## config.mk

```make
export PLATFORM = sky130hd
export DESIGN_NAME = cursor_ctl_flat
export DESIGN_NICKNAME = d
export VERILOG_FILES = /design/src/rtl/cursor_ctl_pkg.sv /design/src/rtl/cursor_ctl_if.sv /design/src/rtl/cursor_ctl_edge_det.sv /design/src/rtl/cursor_ctl.sv /design/src/flat_wrapper.sv
export SDC_FILE = /design/constraint.sdc
export NUM_CORES = 1
export LEC_CHECK = 0
export CORE_ASPECT_RATIO = 0.5
export CORE_MARGIN = 10
export CORE_UTILIZATION = 45
export CTS_CLUSTER_DIAMETER = 50
export DETAILED_ROUTE_END_ITERATION = 12
export GPL_TIMING_DRIVEN = 1
export PLACE_DENSITY = 0.78
export SYNTH_ARGS = -nofsm -noshare
export SYNTH_HDL_FRONTEND = slang
export SYNTH_HIERARCHICAL = 1
export SYNTH_SLANG_ARGS = --single-unit
export TNS_END_PERCENT = 50
```

## constraint.sdc

```tcl
create_clock -name pclk -period 1.7 [get_ports pclk]
set_clock_uncertainty 0.05 [all_clocks]
set_input_delay 0.34 -clock pclk [delete_from_list [all_inputs] [get_ports pclk]]
set_output_delay 0.34 -clock pclk [all_outputs]
set_load 0.1 [all_outputs]
```

## src/rtl/cursor_ctl_pkg.sv

```systemverilog
// Shared types and default geometry for the cursor controller.
package cursor_ctl_pkg;

   // Width of a cursor coordinate and of the idle-frame counter.
   localparam int POS_W  = 12;
   localparam int IDLE_W = 8;

   // Default screen limits and idle timeout (in frames).
   localparam int H_MAX_DEF       = 1023;
   localparam int V_MAX_DEF       = 767;
   localparam int HIDE_FRAMES_DEF = 255;

   // Commit sequencing: wait for movement, wait for vblank, commit.
   typedef enum logic [1:0] {
      ST_IDLE    = 2'd0,
      ST_PENDING = 2'd1,
      ST_COMMIT  = 2'd2
   } state_t;

endpackage

```

## src/rtl/cursor_ctl_if.sv

```systemverilog
// Mouse/timing inputs and cursor overlay outputs of the cursor controller.
interface cursor_ctl_if;
   import cursor_ctl_pkg::*;

   logic             vblnk_in;
   logic [POS_W-1:0] mouse_xpos;
   logic [POS_W-1:0] mouse_ypos;
   logic             mouse_valid;
   logic             mouse_left;
   logic [POS_W-1:0] xpos_out;
   logic [POS_W-1:0] ypos_out;
   logic             cursor_en;
   logic             left_click;

   // Driver side: mouse block and timing chain feeding the controller.
   modport master (
      output vblnk_in, mouse_xpos, mouse_ypos, mouse_valid, mouse_left,
      input  xpos_out, ypos_out, cursor_en, left_click
   );

   // Controller side.
   modport slave (
      input  vblnk_in, mouse_xpos, mouse_ypos, mouse_valid, mouse_left,
      output xpos_out, ypos_out, cursor_en, left_click
   );

endinterface

```

## src/rtl/cursor_ctl_edge_det.sv

```systemverilog
// Rising-edge detector: one registered copy, combinational rise flag.
module edge_det (
   input  logic pclk,
   input  logic rst_lck_n,
   input  logic in,
   output logic rise
);

   logic in_q;

   // Remember last cycle's level so a low->high transition can be seen.
   always_ff @(posedge pclk) begin
      if (!rst_lck_n) begin
         in_q <= 1'b0;
      end else begin
         in_q <= in;
      end
   end

   assign rise = in & ~in_q;

endmodule

```

## src/rtl/cursor_ctl.sv

```systemverilog
// Cursor controller: shadows mouse samples during the frame and commits
// the clamped position (plus any click) only at the start of vblank.
// Hides the cursor after a run of idle frames.
module cursor_ctl
   import cursor_ctl_pkg::*;
#(
   parameter int H_MAX       = H_MAX_DEF,
   parameter int V_MAX       = V_MAX_DEF,
   parameter int HIDE_FRAMES = HIDE_FRAMES_DEF
) (
   input logic         pclk,
   input logic         rst_lck_n,
   cursor_ctl_if.slave bus
);

   localparam logic [POS_W-1:0]  H_LIM    = POS_W'(H_MAX);
   localparam logic [POS_W-1:0]  V_LIM    = POS_W'(V_MAX);
   localparam logic [IDLE_W-1:0] HIDE_LIM = IDLE_W'(HIDE_FRAMES);

   // Unsigned clamp of a coordinate to its screen limit.
   function automatic logic [POS_W-1:0] clamp_pos(
      input logic [POS_W-1:0] v,
      input logic [POS_W-1:0] lim
   );
      return (v > lim) ? lim : v;
   endfunction

   // Idle counter increment that sticks at the hide threshold.
   function automatic logic [IDLE_W-1:0] sat_inc(input logic [IDLE_W-1:0] v);
      return (v >= HIDE_LIM) ? HIDE_LIM : v + IDLE_W'(1);
   endfunction

   state_t            state_q, state_d;
   logic [POS_W-1:0]  xsh_q, xsh_d;
   logic [POS_W-1:0]  ysh_q, ysh_d;
   logic [POS_W-1:0]  xpos_q, xpos_d;
   logic [POS_W-1:0]  ypos_q, ypos_d;
   logic              cur_en_q, cur_en_d;
   logic              click_q, click_d;
   logic              click_pend_q, click_pend_d;
   logic [IDLE_W-1:0] idle_cnt_q, idle_cnt_d;

   logic vblk_rise;
   logic left_rise;
   logic activity;

   edge_det u_vblk_edge (
      .pclk      (pclk),
      .rst_lck_n (rst_lck_n),
      .in        (bus.vblnk_in),
      .rise      (vblk_rise)
   );

   edge_det u_left_edge (
      .pclk      (pclk),
      .rst_lck_n (rst_lck_n),
      .in        (bus.mouse_left),
      .rise      (left_rise)
   );

   // Anything that needs a commit at the next vblank.
   assign activity = bus.mouse_valid | left_rise;

   // State and datapath registers; reset clears everything including the
   // pending sample and click so nothing leaks out after reset.
   always_ff @(posedge pclk) begin
      if (!rst_lck_n) begin
         state_q      <= ST_IDLE;
         xsh_q        <= '0;
         ysh_q        <= '0;
         xpos_q       <= '0;
         ypos_q       <= '0;
         cur_en_q     <= 1'b0;
         click_q      <= 1'b0;
         click_pend_q <= 1'b0;
         idle_cnt_q   <= '0;
      end else begin
         state_q      <= state_d;
         xsh_q        <= xsh_d;
         ysh_q        <= ysh_d;
         xpos_q       <= xpos_d;
         ypos_q       <= ypos_d;
         cur_en_q     <= cur_en_d;
         click_q      <= click_d;
         click_pend_q <= click_pend_d;
         idle_cnt_q   <= idle_cnt_d;
      end
   end

   // Next-state logic: shadow capture, click tracking, commit and idle hide.
   always_comb begin
      state_d      = state_q;
      xsh_d        = xsh_q;
      ysh_d        = ysh_q;
      xpos_d       = xpos_q;
      ypos_d       = ypos_q;
      cur_en_d     = cur_en_q;
      click_d      = 1'b0;
      click_pend_d = click_pend_q;
      idle_cnt_d   = idle_cnt_q;

      // Latest sample always wins, whatever the state.
      if (bus.mouse_valid) begin
         xsh_d = bus.mouse_xpos;
         ysh_d = bus.mouse_ypos;
      end

      if (left_rise) begin
         click_pend_d = 1'b1;
      end

      unique case (state_q)
         ST_IDLE: begin
            if (vblk_rise) begin
               idle_cnt_d = sat_inc(idle_cnt_q);
            end
            if (activity) begin
               state_d = ST_PENDING;
            end
         end

         ST_PENDING: begin
            if (vblk_rise) begin
               state_d = ST_COMMIT;
            end
         end

         ST_COMMIT: begin
            // Commit uses the shadow as it stood entering this cycle; a
            // sample arriving now is held for the next frame.
            xpos_d       = clamp_pos(xsh_q, H_LIM);
            ypos_d       = clamp_pos(ysh_q, V_LIM);
            cur_en_d     = 1'b1;
            idle_cnt_d   = '0;
            click_d      = click_pend_q;
            // A press landing in the commit cycle belongs to the next commit.
            click_pend_d = left_rise;
            state_d      = activity ? ST_PENDING : ST_IDLE;
         end

         default: begin
            state_d = ST_IDLE;
         end
      endcase

      // Hide on the same edge the counter reaches the threshold.
      if ((state_q != ST_COMMIT) && (idle_cnt_d == HIDE_LIM)) begin
         cur_en_d = 1'b0;
      end
   end

   assign bus.xpos_out   = xpos_q;
   assign bus.ypos_out   = ypos_q;
   assign bus.cursor_en  = cur_en_q;
   assign bus.left_click = click_q;

endmodule

```

## src/flat_wrapper.sv

```systemverilog
// flat-port wrapper written by rule: the top's interface ports become plain ports
module cursor_ctl_flat import cursor_ctl_pkg::*;
#(
   parameter int H_MAX       = H_MAX_DEF,
   parameter int V_MAX       = V_MAX_DEF,
   parameter int HIDE_FRAMES = HIDE_FRAMES_DEF
)
  (pclk, rst_lck_n, bus_vblnk_in, bus_mouse_xpos, bus_mouse_ypos, bus_mouse_valid, bus_mouse_left, bus_xpos_out, bus_ypos_out, bus_cursor_en, bus_left_click);
  cursor_ctl_if bus_i ();
  input logic pclk;
  input logic rst_lck_n;
  input wire logic [$bits(bus_i.vblnk_in)-1:0] bus_vblnk_in;
  input wire logic [$bits(bus_i.mouse_xpos)-1:0] bus_mouse_xpos;
  input wire logic [$bits(bus_i.mouse_ypos)-1:0] bus_mouse_ypos;
  input wire logic [$bits(bus_i.mouse_valid)-1:0] bus_mouse_valid;
  input wire logic [$bits(bus_i.mouse_left)-1:0] bus_mouse_left;
  output wire logic [$bits(bus_i.xpos_out)-1:0] bus_xpos_out;
  output wire logic [$bits(bus_i.ypos_out)-1:0] bus_ypos_out;
  output wire logic [$bits(bus_i.cursor_en)-1:0] bus_cursor_en;
  output wire logic [$bits(bus_i.left_click)-1:0] bus_left_click;
  assign bus_i.vblnk_in = bus_vblnk_in;
  assign bus_i.mouse_xpos = bus_mouse_xpos;
  assign bus_i.mouse_ypos = bus_mouse_ypos;
  assign bus_i.mouse_valid = bus_mouse_valid;
  assign bus_i.mouse_left = bus_mouse_left;
  assign bus_xpos_out = bus_i.xpos_out;
  assign bus_ypos_out = bus_i.ypos_out;
  assign bus_cursor_en = bus_i.cursor_en;
  assign bus_left_click = bus_i.left_click;
  cursor_ctl #(.H_MAX(H_MAX), .V_MAX(V_MAX), .HIDE_FRAMES(HIDE_FRAMES)) u_core (.pclk(pclk), .rst_lck_n(rst_lck_n), .bus(bus_i));
endmodule
```

### Word-level counts from Yosys, hierarchy flattened

Cells that the tools add are included.

| storage, ports and cells | value |
|---|---|
| bits in registers | 63 |
| logic and storage cells | 44 |
| bits of input ports | 29 |
| output and inout port bits | 26 |

| operators by class | value |
|---|---|
| reductions and logical operators | 6 |
| $add $sub $neg | 1 |
| $lt $le $gt $ge | 3 |
| bitwise logic cells | 6 |
| muxes and demuxes | 11 |
| equality and inequality tests | 6 |

Operator list:

| kind | number |
|---|---|
| > comparator 12 x 10 -> 1 bit, second input constant | 2 |
| two-way mux 12 bit | 2 |
| two-way mux 8 bit | 2 |
| one-hot mux 8 bit (2 select lines) | 1 |
| adder 8 x 1 -> 8 bit, second input constant | 1 |
| equality test 8 bit, second input constant | 1 |
| greater-or-equal comparator 8 bit, second input constant | 1 |
| one-hot mux 2 bit (3 select lines) | 1 |
| two-way mux 2 bit | 2 |
| != test 2 bit, second input constant | 2 |
| AND reduction 2 bit | 2 |
| two-way mux 1 bit | 3 |
| NOT 1 bit | 3 |
| bitwise AND 1 bit | 2 |
| equality test 2 x 1 -> 1 bit, second input constant | 1 |
| equality test 2 bit, second input constant | 1 |
| zero test 2 bit | 1 |
| != test 2 x 1 -> 1 bit, second input constant | 1 |
| nonzero test 2 bit | 1 |
| OR reduction 2 bit | 1 |
| logical AND 1 bit | 1 |
| bitwise OR 1 bit | 1 |

### Logic depth before layout (Yosys ltp)

Gate-level depths: netlist of the first run.

| logic depth | value |
|---|---|
| depth after elaboration | 7 |
| gate-level depth with buffers | 7 |
| depth with buffers taken out | 6 |

### By module

Netlist of the first run, hierarchy kept.

Modules (own cells, without submodules):

| module | instances | seq. area each (µm²) | area an instance (µm²) | cells an instance |
|---|---|---|---|---|
| cursor_ctl | 1 | 1221.2 | 2366.0 | 214 |
| edge_det | 2 | 20.0 | 40.0 | 3 |

### Worst setup path after synthesis of the first run

OpenSTA, ideal clock, no wires.

| timing path | value |
|---|---|
| path type | input-to-reg |
| start | in bus_vblnk_in |
| end | reg u_core.cur_en_q, in the netlist u_core/bus.cursor_en |
| slack | 0.147 ns |
| data required time | 1.521 ns |
| setup time | 0.129 ns |
| arrival time | 1.374 ns |
| stages | 7 |
| path buffers | 1 |
| path through | nor2b_4 nor2b_1 buf_4 nand3_1 mux2i_1 nor4bb_1 a31oi_1 |

| between the ends | value |
|---|---|
| cells in the longest elaborated chain, start to end | 6 |

Ends and longest elaborated chain:

| element | line | RTL |
|---|---|---|
| start: declaration | flat_wrapper.sv:12 | `input wire logic [$bits(bus_i.vblnk_in)-1:0] bus_vblnk_in;` |
| bitwise AND 1 bit | cursor_ctl_edge_det.sv:20 | `assign rise = in & ~in_q;` |
| two-way mux 8 bit | cursor_ctl.sv:114 | `if (vblk_rise) begin` |
| one-hot mux 8 bit (2 select lines) | cursor_ctl.sv:112 | `unique case (state_q)` |
| equality test 8 bit | cursor_ctl.sv:147 | `if ((state_q != ST_COMMIT) && (idle_cnt_d == HIDE_LIM)) begin` |
| logical AND 1 bit | cursor_ctl.sv:147 |  |
| OR reduction 2 bit (no line) | -- |  |
| end signal: assignment | cursor_ctl.sv:83 | `cur_en_q <= cur_en_d;` |
| end: declaration | cursor_ctl.sv:38 | `logic cur_en_q, cur_en_d;` |

Every way passes these cells.
A chain may end at the register's enable or synchronous reset.

### Worst setup path after layout of the first run

| timing path | value |
|---|---|
| start | reg u_core.idle_cnt_q[4] |
| end | reg u_core.cur_en_q, in the netlist u_core/bus.cursor_en |

| between the ends | value |
|---|---|
| cells in the longest elaborated chain, start to end | 7 |
| elaborated cells on any way between the ends | 8 |
| those cells by class | add/sub: 1; order compare: 1; eq/ne: 1; mux: 3; reduce/logical: 2 |

Ends and longest elaborated chain:

| element | line | RTL |
|---|---|---|
| start: declaration | cursor_ctl.sv:41 | `logic [IDLE_W-1:0] idle_cnt_q, idle_cnt_d;` |
| start signal: assignment | cursor_ctl.sv:86 | `idle_cnt_q <= idle_cnt_d;` |
| adder 8 x 1 -> 8 bit / greater-or-equal comparator 8 bit (equally long branches) | cursor_ctl.sv:30 | `return (v >= HIDE_LIM) ? HIDE_LIM : v + IDLE_W'(1);` |
| two-way mux 8 bit | cursor_ctl.sv:30 |  |
| two-way mux 8 bit | cursor_ctl.sv:114 |  |
| one-hot mux 8 bit (2 select lines) (*) | cursor_ctl.sv:112 |  |
| equality test 8 bit (*) | cursor_ctl.sv:147 |  |
| logical AND 1 bit (*) | cursor_ctl.sv:147 |  |
| OR reduction 2 bit (no line) (*) | -- |  |

Every way passes the cells marked *; elsewhere a longest branch is shown, timed or not.

==> tab_implementation.tex, run 1 <==
\begin{tabular}{lr}
\hline
Metric & Value \\
\hline
\multicolumn{2}{l}{\textbf{Pwr}} \\
Sw Share & between 20\% and 30\% \\
Internal power summed over all cells & 0.00230 W \\
Switching power summed over all nets & 0.000897 W \\
Largest vdd supply drop & 0.444 mV \\
Seq pwr share & 49.6\% \\
Static leakage & between 1.5 and 2 nW \\
Tot Pwr & around 0.0032 W \\
Power share of the combinational group & between 10\% and 20\% \\
Power per unit of standard cell area & between 800 and 900 mW/mm\^{}2 \\
Clk network pwr share & 35.3\% \\
\multicolumn{2}{l}{\textbf{Setup path}} \\
Critical path startpoint & u\_core/idle\_cnt\_q[4] \\
Reg2Reg Launch Point & u\_core/idle\_cnt\_q[4] \\
Arrival time of the worst setup path & $\sim$1.8 ns \\
Path type of the worst setup path & flop to flop \\
Launching element type of the critical path & flop \\
Critical Path Sink Type & flop \\
CP Max Fanout & 5 \\
Worst endpoint required time & 1.86 ns \\
\multicolumn{2}{l}{\textbf{Synthesis}} \\
Syn Nets & 250 \\
Number of distinct library cells after synthesis & 39 \\
Area of the mapped netlist & 0.00245 mm\^{}2 \\
Part of the Yosys area used for sequential elements & 51.6\% \\
Synthesized netlist cell count & 220 \\
FF+latch count, synth & 63 \\
Synth async-reset ratio & 0\% \\
Commonest register cell after synthesis & sky130\_fd\_sc\_hd\_\_dfxtp\_1 \\
Synth warnings & 6 \\
Number of enable-type register cells in the synthesized netlist & 0 \\
Syn\_area\_per\_cell & about 11 um\^{}2 \\
\multicolumn{2}{l}{\textbf{Timing}} \\
Final count of negative-setup-slack endpoints & 0 \\
Worst slew margin & around three quarters \\
Final hold slack & between 0.3 and 0.4 ns \\
Max Transition Viols Final & 0 \\
Final worst-path cycle share & between 90\% and 100\% \\
Shortest clock period the worst path allows after layout & around 1.6 ns \\
Actual slew at the worst max-slew pin & just under 0.4 ns \\
Total count of hold-check failures in the final report & 0 \\
Maximum operating frequency & between 0.6 and 0.7 GHz \\
\multicolumn{2}{l}{\textbf{Finish}} \\
Total inserted antenna cells & 0 \\
Number of nets in the layout & roughly 320 \\
Number of inserted filler cells in the final layout & approximately 380 \\
Fraction of final layout cells with drive strength greater than 1 & around 29\% \\
Multi-input logic area & 0.00114 mm\^{}2 \\
Layout overhead on the synthesized area & 49.6\% \\
Area of all sequential standard cells & between 0.001 and 0.0015 mm\^{}2 \\
\multicolumn{2}{l}{\textbf{Place}} \\
Placer congestion estimate & $\sim$0.85 \\
Number of I/O port buffers & 54 \\
HPWL Detailed & around 4.4 mm \\
\multicolumn{2}{l}{\textbf{Drt}} \\
Post-detailed-route wirelength per cell & 16.9 um \\
Detailed-router iteration count before antenna repair & 4 \\
DRT Wirelength & 6.19 mm \\
Vias post-DR & just under 2,000 \\
Vias per cell & about 5.3 \\
Routed Antenna Nets & 0 \\
Drc violations & 0 \\
Number of DRC markers in iteration 0 & around 100 \\
\multicolumn{2}{l}{\textbf{Clock tree}} \\
CTS buffer count & 9 \\
Clock root cell & sky130\_fd\_sc\_hd\_\_clkbuf\_8 \\
Number of buffers on the longest clock path & 2 \\
CTS H-tree lvls & 3 \\
Clock sink count & 63 \\
Clock Pin Slew Worst Setup and Hold Paths & around 0.07 ns \\
CTS tree & done \\
Clk Latency, worst-skew pair & about 0.34 ns \\
\multicolumn{2}{l}{\textbf{Floorplan}} \\
Row cnt & 18 \\
Count of boundary I/O pins & 55 \\
Chip height & between 70 and 80 um \\
Die width & around 120 um \\
Initial standard-cell utilization of the core & roughly half \\
Core region area & just over 0.005 mm\^{}2 \\
Full die area & roughly 0.0090 mm\^{}2 \\
\multicolumn{2}{l}{\textbf{Global route}} \\
Pin count of the biggest net entering global routing & just over 60 \\
Vias in the first global route & approximately 2,000 \\
Global Route Usage Sum & 13.5\% \\
Sum of overflow across all layers after global routing & 0 \\
Initial antenna violation count & 0 \\
Global-route wire length before repair & about 10 mm \\
\multicolumn{2}{l}{\textbf{Hold path}} \\
Hold path startpoint & bus\_vblnk\_in \\
Path type of the worst min-delay path & input port to flop \\
\multicolumn{2}{l}{\textbf{Job}} \\
Max Cap Viol & 0 \\
\multicolumn{2}{l}{\textbf{Run status}} \\
Status & finished, final reports clean \\
\hline
\end{tabular}
-- layout by cell type (no fill, tap or decap), types with 6 or more instances in the layout --
cell type	n
sky130_fd_sc_hd__buf_4	19
sky130_fd_sc_hd__o221a_2	8
sky130_fd_sc_hd__clkbuf_8	9
sky130_fd_sc_hd__o221a_1	10
sky130_fd_sc_hd__a31oi_1	6
sky130_fd_sc_hd__buf_12	28
sky130_fd_sc_hd__nand3_1	7
sky130_fd_sc_hd__dfxtp_1	61
sky130_fd_sc_hd__nor2b_1	25
sky130_fd_sc_hd__clkdlybuf4s50_1	27
sky130_fd_sc_hd__mux2i_1	25
sky130_fd_sc_hd__and3_1	8
-- per-layer routing --
layer	global-route usage [%]	part of all wire, %
met1	15.1	44
met3	3.41	3.0
met5	0	0
met2	23.8	51
met4	6.55	1.5
-- path summary, 6_finish.rpt --
| path | cells after the start | to | slack, ns |
|---|---|---|---|
| min | 2 | u_core/u_vblk_edge/in_q | 0.32 |
| min reg2reg | 1 | u_core/bus.left_click | 0.44 |
| max | 5 | u_core/bus.cursor_en | 0.08 |
| max reg2reg | 5 | u_core/bus.cursor_en | 0.08 |
-- power groups by stage --
| stage | sequential, W | clock [W] | combinational (W) |
|---|---|---|---|
| floorplan | 0.00172 | 0 | 0.000158 |
| global placement | 0.00161 | 0 | 0.000461 |
| detailed placement | 0.00162 | 0 | 0.000474 |
| CTS | 0.00159 | 0.00116 | 0.000483 |
| global route | 0.00159 | 0.00122 | 0.000509 |
| finish | 0.00159 | 0.00113 | 0.000480 |
-- through the flow --
| stage | instance area, um^2 | cells | setup slack (ns) | util [%] | TNS, ns |
|---|---|---|---|---|---|
| final | 3660 | 366 | 0.0845 | 71.9 | 0 |
| after global routing | 3660 | 366 | -0.0112 | 71.9 | -0.0112 |
| after CTS | 3640 | 366 | 0.0207 | 71.6 | 0 |
| after detailed placement | 3420 | 349 | -0.574 | 67.3 | -2.35 |
| after global placement | 3420 | 349 | -0.481 | 67.3 | -2.00 |
| after floorplan | 2450 | 220 | 0.147 | - | 0 |
-- sequential cells by signal, indices dropped and copies added (netlist names) --
signal	flops
u_core/bus.xpos_out	12
u_core/bus.ypos_out	12
u_core/xsh_q	12
u_core/ysh_q	12
u_core/idle_cnt_q	8
u_core/state_q	2
u_core/bus.cursor_en	1
u_core/bus.left_click	1
u_core/click_pend_q	1
u_core/u_left_edge/in_q	1
u_core/u_vblk_edge/in_q	1
-- timing repair --
action / CTS / global route
pin swaps: 4 / 0
resized for setup: 9 / 7
buffers inserted: 1 / 0
hold buffers: 0 / 0
endpoints found under the setup margin: 2 / 9
-- cells in the mapped netlist, types with 2 or more instances --
master	count	area share (%)
sky130_fd_sc_hd__dfxtp_1	63	52
sky130_fd_sc_hd__nor2b_4	2	1.1
sky130_fd_sc_hd__o221a_1	10	4.6
sky130_fd_sc_hd__and4_1	2	0.72
sky130_fd_sc_hd__and2_1	5	1.3
sky130_fd_sc_hd__mux2i_1	25	10
sky130_fd_sc_hd__nor2b_1	26	6.6
sky130_fd_sc_hd__o221a_2	8	3.7
sky130_fd_sc_hd__a211oi_1	2	0.61
sky130_fd_sc_hd__nand3_1	7	1.4
sky130_fd_sc_hd__nand2_1	4	0.61
sky130_fd_sc_hd__nand2b_1	3	0.77
sky130_fd_sc_hd__nand4b_1	2	0.72
sky130_fd_sc_hd__a31oi_1	6	1.5
sky130_fd_sc_hd__nor2_1	4	0.61
sky130_fd_sc_hd__and3_1	8	2.0
sky130_fd_sc_hd__o21ai_0	3	0.61
sky130_fd_sc_hd__a21oi_1	5	1.0
sky130_fd_sc_hd__buf_6	3	1.4
sky130_fd_sc_hd__a311oi_1	2	0.72
sky130_fd_sc_hd__and4b_1	2	0.82
sky130_fd_sc_hd__clkbuf_1	7	1.1
sky130_fd_sc_hd__buf_2	5	1.0
-- critical path, stage by stage, from the launching register on --
cell and delay [ns]:
sky130_fd_sc_hd__dfxtp_1 0.41, sky130_fd_sc_hd__and4_4 0.28, sky130_fd_sc_hd__a21oi_1 0.10, sky130_fd_sc_hd__nor4_2 0.28, sky130_fd_sc_hd__nor4bb_4 0.25, sky130_fd_sc_hd__a31oi_1 0.12
-- layout make-up --
type                    instances  share of cell area (%)
clock buffers                   9                    3.38
clock inverters                 7                    1.37
inverters                       1                   0.103
multi-input cells             140                    31.1
flip-flops and latches         63                    34.5
well taps                      70                    2.39
repair buffers                 76                    27.1
-- cells by family (layout without fill, tap and decap cells) --
kind of cell	count (synthesis)	count (layout)	synth area share (%)
AOI/OAI and AO/OA	43	43	15.2
buffers and inverters	17	93	3.94
muxes	25	25	10.2
DFF	63	63	51.6
and+or+nand+nor	71	71	18.6
adders and majority gates	1	1	0.511
No activity file was read; power rests on OpenSTA's default activity.
==> run 2, diff against run 1 <==
--- a/config.mk
+++ b/config.mk
@@ -5,13 +5,14 @@
 export SDC_FILE = /design/constraint.sdc
 export NUM_CORES = 1
 export LEC_CHECK = 0
+export ABC_AREA = 1
 export CORE_ASPECT_RATIO = 0.5
 export CORE_MARGIN = 10
 export CORE_UTILIZATION = 45
 export CTS_CLUSTER_DIAMETER = 50
 export DETAILED_ROUTE_END_ITERATION = 12
 export GPL_TIMING_DRIVEN = 1
-export PLACE_DENSITY = 0.78
+export PLACE_DENSITY = 0.77
 export SYNTH_ARGS = -nofsm -noshare
 export SYNTH_HDL_FRONTEND = slang
 export SYNTH_HIERARCHICAL = 1
==> run 2 against run 1 <==
  * Largest cell class unchanged
  * Register-to-register slack improved by 0.04 ns
  * Fmax is 2.8% higher
  * First-iteration DRC count grew to 2.5 times the previous value
  * Core utilization decreased by 1.6 points
  * Final area rose by 5.4%
  * Flip-flop and latch count did not move
  * Global-route usage up 1.9 points
  * Die area is 3.6% higher
  * Critical path depth grew 7
  * Wire length is 14% higher
  * Critical endpoint unchanged
  * Via count is 25% higher
==> tab_implementation.tex, run 2 <==
\begin{tabular}{lr}
\hline
Metric & Value \\
\hline
\multicolumn{2}{l}{\textbf{Timing}} \\
Total count of hold-check failures in the final report & 0 (unchanged) \\
Final count of negative-setup-slack endpoints & 0 (unchanged) \\
Shortest clock period the worst path allows after layout & 1.57 ns (was 1.62 ns) \\
Max Transition Viols Final & 0 (unchanged) \\
Final hold slack & 0.217 ns (was 0.318 ns) \\
Worst slew margin & 70.8\% (was 74.2\%) \\
Final worst-path cycle share & 92.4\% (was 95.0\%) \\
Maximum operating frequency & 0.636 GHz (was 0.619 GHz) \\
Actual slew at the worst max-slew pin & 0.437 ns (was 0.387 ns) \\
\multicolumn{2}{l}{\textbf{Global route}} \\
Global Route Usage Sum & 15.3\% (was 13.5\%) \\
Sum of overflow across all layers after global routing & 0 (unchanged) \\
Global-route wire length before repair & 11.7 mm (was 10.0 mm) \\
Initial antenna violation count & 0 (unchanged) \\
Vias in the first global route & 2,514 (was 1,968) \\
Pin count of the biggest net entering global routing & 48 (was 62) \\
\multicolumn{2}{l}{\textbf{Setup path}} \\
Worst endpoint required time & 1.87 ns (was 1.86 ns) \\
CP Max Fanout & 3 (was 5) \\
Crit path buffers/inverters & 0 (unchanged) \\
Critical Path Sink Type & flop (unchanged) \\
R2R cell count & 12 (was 5) \\
Critical path, cell by cell & ha\_4, nand3\_2, nor2\_4, nand2\_2, nand2\_1, nand2\_1, nand2\_1, nand3\_1, nor2\_1, nand2\_1, nand2\_1, nand2\_1 (was and4\_4, a21oi\_1, nor4\_2, nor4bb\_4, a31oi\_1) \\
Path type of the worst setup path & flop to flop (unchanged) \\
Crit path max-delay family & simple AND/OR/NAND/NOR gates (unchanged) \\
R2r setup slk & 0.13 ns (was 0.08 ns) \\
Worst-path cell with the longest stage delay & sky130\_fd\_sc\_hd\_\_dfxtp\_2 (was sky130\_fd\_sc\_hd\_\_dfxtp\_1) \\
Critical path's most frequent cell & sky130\_fd\_sc\_hd\_\_nand2\_1 \\
Launching element type of the critical path & flop (unchanged) \\
Arrival time of the worst setup path & 1.74 ns (was 1.77 ns) \\
Worst R2R End & u\_core/bus.cursor\_en (unchanged) \\
Reg2Reg Launch Point & u\_core/idle\_cnt\_q[1] (was u\_core/idle\_cnt\_q[4]) \\
Largest incremental delay on the critical path & 0.35 ns (was 0.41 ns) \\
\multicolumn{2}{l}{\textbf{Drt}} \\
Routed Antenna Nets & 0 (unchanged) \\
Drc violations & 0 (unchanged) \\
Detailed-router iteration count before antenna repair & 4 (unchanged) \\
Post-detailed-route wirelength per cell & 14.5 um (was 16.9 um) \\
DRT Wirelength & 7.07 mm (was 6.19 mm) \\
Number of DRC markers in iteration 0 & 262 (was 104) \\
Vias per cell & 5.01 (was 5.35) \\
Vias post-DR & 2,438 (was 1,958) \\
\multicolumn{2}{l}{\textbf{Hold path}} \\
Hold path startpoint & bus\_vblnk\_in (unchanged) \\
Path type of the worst min-delay path & input port to flop (unchanged) \\
Number of cells on the worst hold path & 3 (was 2) \\
Min-Delay Endpoint & u\_core/u\_vblk\_edge/in\_q (unchanged) \\
\multicolumn{2}{l}{\textbf{Pwr}} \\
Tot Pwr & 0.00405 W (was 0.00320 W) \\
Power per unit of standard cell area & 1050 mW/mm\^{}2 (was 873 mW/mm\^{}2) \\
Static leakage & 1.64 nW (was 1.52 nW) \\
Largest vdd supply drop & 0.898 mV (was 0.444 mV) \\
\multicolumn{2}{l}{\textbf{Synthesis}} \\
Part of the Yosys area used for sequential elements & 49.3\% (was 51.6\%) \\
FF+latch count, synth & 63 (unchanged) \\
Post-synth top area share & 49.3\% (was 51.6\%) \\
Commonest register cell after synthesis & sky130\_fd\_sc\_hd\_\_dfxtp\_1 (unchanged) \\
Number of enable-type register cells in the synthesized netlist & 0 (unchanged) \\
Synth warnings & 6 (unchanged) \\
Cell types occupying the most area after synthesis & sky130\_fd\_sc\_hd\_\_dfxtp\_1 (49\%), sky130\_fd\_sc\_hd\_\_nand2\_1 (8.8\%), sky130\_fd\_sc\_hd\_\_o21ai\_0 (8.8\%), sky130\_fd\_sc\_hd\_\_nor2\_1 (8.1\%), sky130\_fd\_sc\_hd\_\_a21oi\_1 (7.6\%) (was sky130\_fd\_sc\_hd\_\_dfxtp\_1 (52\%), sky130\_fd\_sc\_hd\_\_mux2i\_1 (10\%), sky130\_fd\_sc\_hd\_\_nor2b\_1 (6.6\%), sky130\_fd\_sc\_hd\_\_o221a\_1 (4.6\%), sky130\_fd\_sc\_hd\_\_o221a\_2 (3.7\%)) \\
Syn\_area\_per\_cell & 7.48 um\^{}2 (was 11.1 um\^{}2) \\
Area of the mapped netlist & 0.00256 mm\^{}2 (was 0.00245 mm\^{}2) \\
Number of distinct library cells after synthesis & 28 (was 39) \\
Syn Nets & 372 (was 250) \\
Library cell with the highest instance count after synthesis & sky130\_fd\_sc\_hd\_\_dfxtp\_1 (unchanged) \\
Synth async-reset ratio & 0\% (unchanged) \\
Most frequent cells after synthesis & sky130\_fd\_sc\_hd\_\_dfxtp\_1 (63), sky130\_fd\_sc\_hd\_\_nand2\_1 (60), sky130\_fd\_sc\_hd\_\_nor2\_1 (55), sky130\_fd\_sc\_hd\_\_o21ai\_0 (45), sky130\_fd\_sc\_hd\_\_a21oi\_1 (39) (was sky130\_fd\_sc\_hd\_\_dfxtp\_1 (63), sky130\_fd\_sc\_hd\_\_nor2b\_1 (26), sky130\_fd\_sc\_hd\_\_mux2i\_1 (25), sky130\_fd\_sc\_hd\_\_o221a\_1 (10)) \\
Cell type with the largest total area after synthesis & sky130\_fd\_sc\_hd\_\_dfxtp\_1 (unchanged) \\
Synthesized netlist cell count & 342 (was 220) \\
\multicolumn{2}{l}{\textbf{Floorplan}} \\
Full die area & 0.00929 mm\^{}2 (was 0.00896 mm\^{}2) \\
Core region area & 0.00549 mm\^{}2 (was 0.00509 mm\^{}2) \\
Die width & 127 um (was 124 um) \\
Row cnt & 19 (was 18) \\
Initial standard-cell utilization of the core & 46.6\% (was 48.1\%) \\
Chip height & 73.3 um (was 72.1 um) \\
Count of boundary I/O pins & 55 (unchanged) \\
\multicolumn{2}{l}{\textbf{Clock tree}} \\
CTS H-tree lvls & 3 (unchanged) \\
Clock sink count & 63 (unchanged) \\
CTS tree & done (unchanged) \\
CTS buffer count & 9 (unchanged) \\
Clock Pin Slew Worst Setup and Hold Paths & 0.05 ns (was 0.07 ns) \\
Count of hold-fix buffers inserted at cts & 0 (unchanged) \\
Number of buffers on the longest clock path & 2 (unchanged) \\
Clock root cell & sky130\_fd\_sc\_hd\_\_clkbuf\_16 (was sky130\_fd\_sc\_hd\_\_clkbuf\_8) \\
Clk Latency, worst-skew pair & 0.32 ns (was 0.34 ns) \\
\multicolumn{2}{l}{\textbf{Place}} \\
Placer congestion estimate & 0.873 (was 0.855) \\
HPWL Detailed & 4.86 mm (was 4.42 mm) \\
Number of I/O port buffers & 54 (unchanged) \\
\multicolumn{2}{l}{\textbf{Finish}} \\
Number of nets in the layout & 439 (was 321) \\
Total inserted antenna cells & 0 (unchanged) \\
Layout overhead on the synthesized area & 50.8\% (was 49.6\%) \\
Leading cell type in the layout, fill and taps excluded & sky130\_fd\_sc\_hd\_\_dfxtp\_1 (unchanged) \\
Fraction of final layout cells with drive strength greater than 1 & 20.5\% (was 28.7\%) \\
Top library cells by usage in the layout, fill and taps aside & sky130\_fd\_sc\_hd\_\_dfxtp\_1 (60), sky130\_fd\_sc\_hd\_\_nand2\_1 (59), sky130\_fd\_sc\_hd\_\_nor2\_1 (55) (was sky130\_fd\_sc\_hd\_\_dfxtp\_1 (61), sky130\_fd\_sc\_hd\_\_buf\_12 (28), sky130\_fd\_sc\_hd\_\_clkdlybuf4s50\_1 (27)) \\
\multicolumn{2}{l}{\textbf{Run status}} \\
Status & finished, final reports clean (unchanged) \\
\multicolumn{2}{l}{\textbf{Job}} \\
Max Cap Viol & 0 (unchanged) \\
\hline
\end{tabular}
[run 2: changes by cell type after synthesis, moves of 5 or more]
| cell | previous run | this run |
|---|---|---|
| sky130_fd_sc_hd__a21oi_1 | 5 | 39 |
| sky130_fd_sc_hd__a31oi_1 | 6 | 0 |
| sky130_fd_sc_hd__and2_1 | 5 | 0 |
| sky130_fd_sc_hd__and3_1 | 8 | 0 |
| sky130_fd_sc_hd__inv_1 | 1 | 30 |
| sky130_fd_sc_hd__mux2i_1 | 25 | 0 |
| sky130_fd_sc_hd__nand2_1 | 4 | 60 |
| sky130_fd_sc_hd__nor2_1 | 4 | 55 |
| sky130_fd_sc_hd__nor2b_1 | 26 | 0 |
| sky130_fd_sc_hd__o21ai_0 | 3 | 45 |
| sky130_fd_sc_hd__o221a_1 | 10 | 0 |
| sky130_fd_sc_hd__o221a_2 | 8 | 0 |
[run 2: where the power goes]
| part | leakage (nW) | internal, W | switching [W] |
|---|---|---|---|
| clock | 0.152 | 0.00128 | 0.000658 |
| combinational | 0.970 | 0.000207 | 0.000302 |
| sequential | 0.518 | 0.00155 | 0.0000540 |
| total | 1.64 | 0.00304 | 0.00101 |
[run 2: kinds of logic after synthesis]
family | after synthesis | share of synthesized area [%]
buffers and inverters | 53 | 9.24
xor gates and xnor gates | 1 | 0.342
DFF | 63 | 49.3
adders and majority gates | 1 | 0.489
and+or+nand+nor | 137 | 23.2
AOI/OAI and AO/OA | 87 | 17.5
[run 2: worst reg2reg max path, delay by kind of cell, from the launching register on]
family        cells  cell delay, ns
simple gates     11            0.89
flops             1            0.35
fa+ha+maj         1            0.16
[run 2: repair_timing]
item                       CTS  global route
cloned                       0             0
pin swaps                    2             4
buffers inserted             0             1
resized for setup            2             7
setup endpoints to repair    1             3
[run 2: through the flow]
stage | std cells | area (um^2) | utilization, % | TNS (ns) | setup WS, ns
after floorplan | 342 | 2560 | - | 0 | 0.197
after global placement | 470 | 3500 | 63.8 | -1.79 | -0.400
after detailed placement | 470 | 3500 | 63.8 | -2.07 | -0.434
after CTS | 486 | 3830 | 69.7 | 0 | 0.00372
after global routing | 487 | 3860 | 70.3 | -0.00388 | -0.00388
final | 487 | 3860 | 70.3 | 0 | 0.129
[run 2: worst max-delay path by stage]
stage / slack [ns] / cells after the start / to / startpoint
after global placement: -0.40 / 16 / u_core/bus.cursor_en / bus_vblnk_in
after detailed placement: -0.43 / 16 / u_core/bus.cursor_en / bus_vblnk_in
after global routing: -0.004 / 12 / u_core/bus.cursor_en / u_core/idle_cnt_q[1]
after floorplan: 0.20 / 12 / u_core/bus.cursor_en / u_core/idle_cnt_q[0]
after CTS: 0.004 / 16 / u_core/bus.cursor_en / bus_vblnk_in
final: 0.13 / 12 / u_core/bus.cursor_en / u_core/idle_cnt_q[1]
[run 2: layout make-up]
class | count | area (um^2)
clock buffer | 9 | 225
clock inverter | 7 | 97.6
fill | 401 | 1630
inverter | 37 | 148
multi-input combinational | 226 | 1080
sequential | 63 | 1260
tap | 73 | 91.3
timing repair buffer | 72 | 951
[run 2: layer usage]
layer | GRT usage (%) | part of all wire, % | up-vias
li1 | - | - | 1226
met1 | 15.9 | 40 | 1139
met2 | 28.9 | 54 | 66
met3 | 4.88 | 5.1 | 7
met4 | 5.65 | 1.0 | 0
met5 | 0 | 0 | -
